`config.mk`:
```
export PLATFORM = sky130hd
export DESIGN_NAME = reset_sequencer
export DESIGN_NICKNAME = d
export VERILOG_FILES = /design/src/rtl/reset_sequencer.sv
export SDC_FILE = /design/constraint.sdc
export NUM_CORES = 1
export LEC_CHECK = 0
export ABC_AREA = 1
export BUFFER_PORTS_ARGS = -buffer_cell sky130_fd_sc_hd__buf_2
export CAP_MARGIN = 10
export CORE_ASPECT_RATIO = 1.5
export CORE_MARGIN = 2
export CORE_UTILIZATION = 35
export DETAILED_ROUTE_END_ITERATION = 16
export GPL_TIMING_DRIVEN = 0
export PLACE_DENSITY_LB_ADDON = 0.25
export SYNTH_ARGS = -nofsm -noshare
export SYNTH_HDL_FRONTEND = slang
export SYNTH_SLANG_ARGS = --single-unit
```
`constraint.sdc`:
```
create_clock -name Clock -period 1.75 [get_ports Clock]
set_input_delay 0.2625 -clock Clock [delete_from_list [all_inputs] [get_ports Clock]]
set_output_delay 0.2625 -clock Clock [all_outputs]
set_load 0.05 [all_outputs]
```
`src/rtl/reset_sequencer.sv`:
```
// reset_sequencer
//   Synchronises the board-level asynchronous active-low Reset and releases
//   NUM_STAGES downstream active-low resets one after another. Each release
//   comes HOLD_CYCLES clocks after the previous one. A one-cycle software
//   request accepted in RUN reruns the sequence. Soft_ack pulses when that
//   rerun completes.
//
// Ports
//   Clock      in   system clock, rising edge
//   Reset      in   asynchronous active-low reset
//   Soft_req   in   one-cycle software reset request, sampled only in RUN
//   Soft_ack   out  one-cycle pulse when a software sequence completes
//   Rst_n_out  out  [NUM_STAGES] sequenced active-low resets, bit 0 first
//   Ready      out  high when every stage is released (RUN)
module reset_sequencer #(
  parameter int NUM_STAGES  = 3,
  parameter int HOLD_CYCLES = 16,
  parameter int CNT_W       = 8
) (
  input  logic                  Clock,
  input  logic                  Reset,
  input  logic                  Soft_req,
  output logic                  Soft_ack,
  output logic [NUM_STAGES-1:0] Rst_n_out,
  output logic                  Ready
);

  localparam int STG_W = (NUM_STAGES < 2) ? 1 : $clog2(NUM_STAGES + 1);

  localparam logic [CNT_W-1:0] CNT_LAST = CNT_W'(HOLD_CYCLES - 1);
  localparam logic [STG_W-1:0] STG_LAST = STG_W'(NUM_STAGES - 1);

  typedef enum logic [1:0] {
    S_HOLD    = 2'd0,
    S_RELEASE = 2'd1,
    S_RUN     = 2'd2
  } state_t;

  state_t                  state_q, state_d;
  logic [1:0]              sync_q;
  logic [CNT_W-1:0]        cnt_q, cnt_d;
  logic [STG_W-1:0]        stage_q, stage_d;
  logic [NUM_STAGES-1:0]   rst_n_q, rst_n_d;
  logic                    ack_q, ack_d;
  logic                    pending_q, pending_d;

  // The two-flop synchroniser only ever clears asynchronously. Its output
  // enables the sequencer, so the FSM starts counting at the edge after E2.
  always_ff @(posedge Clock or negedge Reset) begin
    if (!Reset) begin
      sync_q <= '0;
    end else begin
      sync_q <= {sync_q[0], 1'b1};
    end
  end

  // State register. The outputs are computed in always_comb and are
  // registered here, so no input reaches an output combinationally.
  always_ff @(posedge Clock or negedge Reset) begin
    if (!Reset) begin
      state_q   <= S_HOLD;
      cnt_q     <= '0;
      stage_q   <= '0;
      rst_n_q   <= '0;
      ack_q     <= 1'b0;
      pending_q <= 1'b0;
    end else begin
      state_q   <= state_d;
      cnt_q     <= cnt_d;
      stage_q   <= stage_d;
      rst_n_q   <= rst_n_d;
      ack_q     <= ack_d;
      pending_q <= pending_d;
    end
  end

  // Next-state logic.
  always_comb begin
    state_d   = state_q;
    cnt_d     = cnt_q;
    stage_d   = stage_q;
    rst_n_d   = rst_n_q;
    ack_d     = 1'b0;
    pending_d = pending_q;

    if (sync_q[1]) begin
      unique case (state_q)
        S_HOLD, S_RELEASE: begin
          if (cnt_q == CNT_LAST) begin
            cnt_d   = '0;
            stage_d = stage_q + STG_W'(1);
            for (int unsigned i = 0; i < NUM_STAGES; i++) begin
              if (stage_q == STG_W'(i)) rst_n_d[i] = 1'b1;
            end
            if (stage_q == STG_LAST) begin
              state_d   = S_RUN;
              ack_d     = pending_q;
              pending_d = 1'b0;
            end else begin
              state_d = S_RELEASE;
            end
          end else begin
            cnt_d = cnt_q + CNT_W'(1);
          end
        end
        S_RUN: begin
          if (Soft_req) begin
            state_d   = S_HOLD;
            cnt_d     = '0;
            stage_d   = '0;
            rst_n_d   = '0;
            pending_d = 1'b1;
          end
        end
        default: state_d = S_HOLD;
      endcase
    end
  end

  // Output decode. Ready comes straight from the state register.
  always_comb begin
    Rst_n_out = rst_n_q;
    Soft_ack  = ack_q;
    Ready     = (state_q == S_RUN);
  end

endmodule

```
# Word-level counts from Yosys, hierarchy flattened
# Cells that the tools add are included.
word_totals:
  inputBits: 3
  ff_bits: 19
  word_cells: 54
  output_inout_bits: 5
op_classes:
  n_eq_ne: 10
  muxes: 23
  add_sub_neg: 2
  reduce_logical: 10
op_table:
  columns: ["cell", "count"]
  rows:
  - ["$mux 8", 2]
  - ["$pmux 8 s2", 1]
  - ["$reduce_and 5->1", 3]
  - ["$mux 1", 10]
  - ["$ne 2x2->1 const B", 5]
  - ["$add 8x1->8 const B", 1]
  - ["$eq 8x4->1 const B", 1]
  - ["$mux 2", 4]
  - ["$pmux 2 s2", 2]
  - ["$mux 3", 2]
  - ["$pmux 3 s2", 1]
  - ["$reduce_and 3->1", 2]
  - ["$eq 2x1->1 const B", 2]
  - ["$eq 2x2->1 const B", 2]
  - ["$logic_not 2->1", 2]
  - ["$reduce_and 4->1", 1]
  - ["$add 2x1->2 const B", 1]
  - ["$pmux 1 s2", 1]
  - ["$reduce_bool 2->1", 1]
  - ["$reduce_or 2->1", 1]

# Depth between registers and ports, before layout
logic_depth:
  depth_word: 5
  mapped_depth: 8
  mapped_depth_nobuf: 8

# Worst setup path after synthesis
# No wires, ideal clock.
synth_path:
  kind: "reg-to-reg"
  startpoint: "register state_q[1]"
  endpoint: "register cnt_q[6]"
  path_stages_with_launch: 9
  synth_period_minus_slack_ns: 1.267
  t_required_ns: 1.637
  path_buffers: 1
  setup_ns: 0.113
  arrival_ns: 1.154
  slack_ns: 0.483
  cell_sequence: "dfrtp_1 > buf_6 > inv_6 > nor2_4 > inv_2 > nand3_1 > nand2_1 > nand2_1 > inv_1"
synth_via:
  word_cells_on_any_way: 8
  cone_classes: "3 x eq/ne; 1 x mux; 4 x reduce/logical"
synth_rtl:
  columns: ["element", "line_no", "rtl"]
  rows:
  - ["start: declaration", "39", "state_t state_q, state_d;"]
  - ["start signal: assignment", "68", "state_q <= state_d;"]
  - ["$eq 2x2->1 *", null, null]
  - ["named net Ready", "25", "output logic Ready"]
  - ["$ne 2x2->1 (no source line) / $reduce_bool 2->1 (equally long branches)", null, null]
  - ["$reduce_and 3->1 (no source line)", null, null]
  - ["end signal: assignment", "69", "cnt_q <= cnt_d;"]
  - ["end: declaration", "41", "logic [CNT_W-1:0] cnt_q, cnt_d;"]
# Mark *: on every way through the listed nets, which the timed path passes. The rest lies on a longest branch.
# A chain may end at the register's enable or synchronous reset.

# Worst setup path after layout
layout_path:
  startpoint: "register state_q[1]"
  endpoint: "output Ready"
layout_via:
  elab_chain_cells: 1
layout_lines:
  columns: ["element", "line_no", "rtl"]
  rows:
  - ["$eq 2x2->1", "124", "Ready = (state_q == S_RUN);"]
  - ["end: declaration", "25", null]
# No other way between the ends.

==> impl_metrics.ini <==
[detailed_routing]
dr_total_vias = 918
wl_per_cell_um = 11.1
ant_nets = 0
wirelength_um = 2190
drtPass1Iterations = 3
drc = 0
drt_iter0_drc = 14
routed_via_density = 4.66

[min_path]
hold_end = sync_q[1]
min_from = sync_q[0]
hp-class = reg2reg
worstHoldPathCells = 0

[clock_tree]
cts_root_buf = clkbuf_8
cts.clk_slew.worst_paths_ns = 0.07
cts_setup_buffers = 0
htree_num_levels = 1
cts_buffer_depth = 2
clkLatencyLatePin_ns = 0.25
cts_tree = yes
clock-sinks = 19
cts_buffers = 3

[synthesis]
synth_common_cells = nand2_1, dfrtp_1, inv_1
yosysWarnings = 0
netlist_instances = 145
yosysTopAreaCell = dfrtp_1
ys.flop_type = dfrtp_1
synth_edf_count = 0
yosysSeqAreaShare = 0.420
syn_nets = 152
postSynthAreaPerCell_sq_um = 7.81
ys_ff_latch = 19
synth_area_sq_um = 1130
synth_cell_types = 23
async_flop_share = 1.00
ys_top_cells_by_area = dfrtp_1, nand2_1, nand3_1, inv_1, ha_1
yosysMostFrequentCell = nand2_1
yosysTopAreaCellShare = 0.420

[sta]
hold_viol_final = 0
setup_violations = 0
fin_skew_ns = 0.00200
whs_ns = 0.358
slew_viol_final = 0
min_period_ns = 1.50
rsz0062_at_grt = false
max_freq_mhz = 665
finalSetupTns_ns = 0
post-route-period-util = 0.859

[grt]
track_usage = 0.140
gr-total-overflow = 0
grt_first_pass_wirelength_um = 3960
grt_start_max_net_pins = 20
grt_pass1_vias = 945
antenna_found_initial = 0

[setup_path]
cp.buffers_inverters = 3
start_kind = register
crit_fanout = 8
arrival_ns = 1.24
required_ns = 1.49
worst-r2r-setup-slack_ns = 0.34
worstPathCellList = buf_6 > inv_6 > nor2_4 > buf_2
path_class = reg2out
critical_path.reg2reg.endpoint = cnt_q[0]
max_stage_delay_ns = 0.34
critPathTopFamily = buffers and inverters
reg2reg_from = cnt_q[0]
endpoint_kind = output pin
reg2reg_depth = 6
critPathSlowestCell = dfrtp_1

[finish]
antenna_cells = 0
nets = 165
post-route-cell-area_sq_um = 1270
nFillCells = 329
drive_above_1_share = 0.204
area_growth_pct = 12.4
post-route-util = 0.407

[die]
die_area_sq_um = 3720
die_h_um = 73.7
core-area_sq_um = 3130
dieWidth_um = 50.4
rows = 25
ioPinCount = 8
initial_core_util = 0.362

[placed_design]
io_buffers = 7
hpwl_um = 1690
gp_congestion = 0.789
place_area_sq_um = 1220

[pwr]
leakage_nw = 0.664
vdd_drop_max_v = 0.000649
powerDensity_nw_per_um2 = 1120

[flow_run]
drv_cap = 0

[status]
outcome = finished, final reports clean
timing repair:
action / CTS / global route
hold buffers: 1 / 0
endpoints found under the hold margin: 19 / 0
resized for setup: 0 / 0
flip-flops by register name (all words and copies together) (netlist names):
register,count
state_q,2
Soft_ack,1
Rst_n_out,3
cnt_q,8
pending_q,1
sync_q,2
stage_q,2
kinds of logic (layout without fill, tap and decap cells):
kind of cell / after synthesis / count (layout) / synth area share
AND/OR/NAND/NOR: 89 / 89 / 0.377
buffers and inverters: 23 / 35 / 0.0939
flip-flops: 19 / 19 / 0.420
AO/OA/AOI/OAI: 9 / 9 / 0.0619
adder cells (fa/ha/maj): 4 / 4 / 0.0442
other: 1 / 1 / 0.00331
cell usage in the layout, fill, tap and decap left out:
master / count
o21ai_1: 3
nand2_2: 2
dfrtp_1: 19
clkbuf_1: 1
nor3_2: 1
inv_6: 1
nand3_2: 1
a21oi_1: 1
o21bai_4: 1
ha_1: 4
nand3_4: 1
buf_2: 7
o21ai_2: 2
nand4_1: 8
conb_1: 1
nor2_4: 3
dlygate4sd3_1: 1
nand2_1: 47
or2_2: 1
inv_1: 14
nand3_1: 13
o21ai_0: 1
inv_2: 6
nor2_1: 12
buf_6: 2
a21oi_2: 1
clkbuf_8: 3
area by class of cell:
cell class                 instances  area, sq um  area share
timing repair buffer               8         45.0      0.0354
clock buffer                       4         45.0      0.0354
sequential                        19          475       0.374
inverter                          21         83.8      0.0659
buffer                             2         22.5      0.0177
tap                               40         50.0      0.0393
multi-input combinational        103          551       0.433
worst max-delay path by stage:
stage                from         end  cells after the start
3_3_place_gp     cnt_q[0]   pending_q                      6
2_1_floorplan  state_q[1]    cnt_q[6]                      8
5_1_grt        state_q[1]       Ready                      4
3_5_place_dp     cnt_q[0]  state_q[0]                      6
6_report       state_q[1]       Ready                      4
4_1_cts        state_q[1]       Ready                      4
where the power goes:
part	total [mW]	internal (mW)	switching, mW	leakage [nW]
combinational	0.439	0.156	0.283	0.397
clock	0.311	0.162	0.149	0.0228
sequential	0.681	0.544	0.137	0.244
stage by stage:
step | std cells | total power [mW] | setup WS (ns)
floorplan | 145 | 1.02 | 0.483
global placement | 192 | 1.11 | 0.374
detailed placement | 192 | 1.13 | 0.350
CTS | 197 | 1.45 | 0.232
global route | 197 | 1.56 | 0.185
finish | 197 | 1.43 | 0.247
metal layers:
metal | global-route usage | share of wire
met4 | 0.0721 | 0.013
met3 | 0.0203 | 0.016
met1 | 0.156 | 0.44
met5 | 0 | 0
met2 | 0.256 | 0.53
No activity file was read; power rests on OpenSTA's default activity.
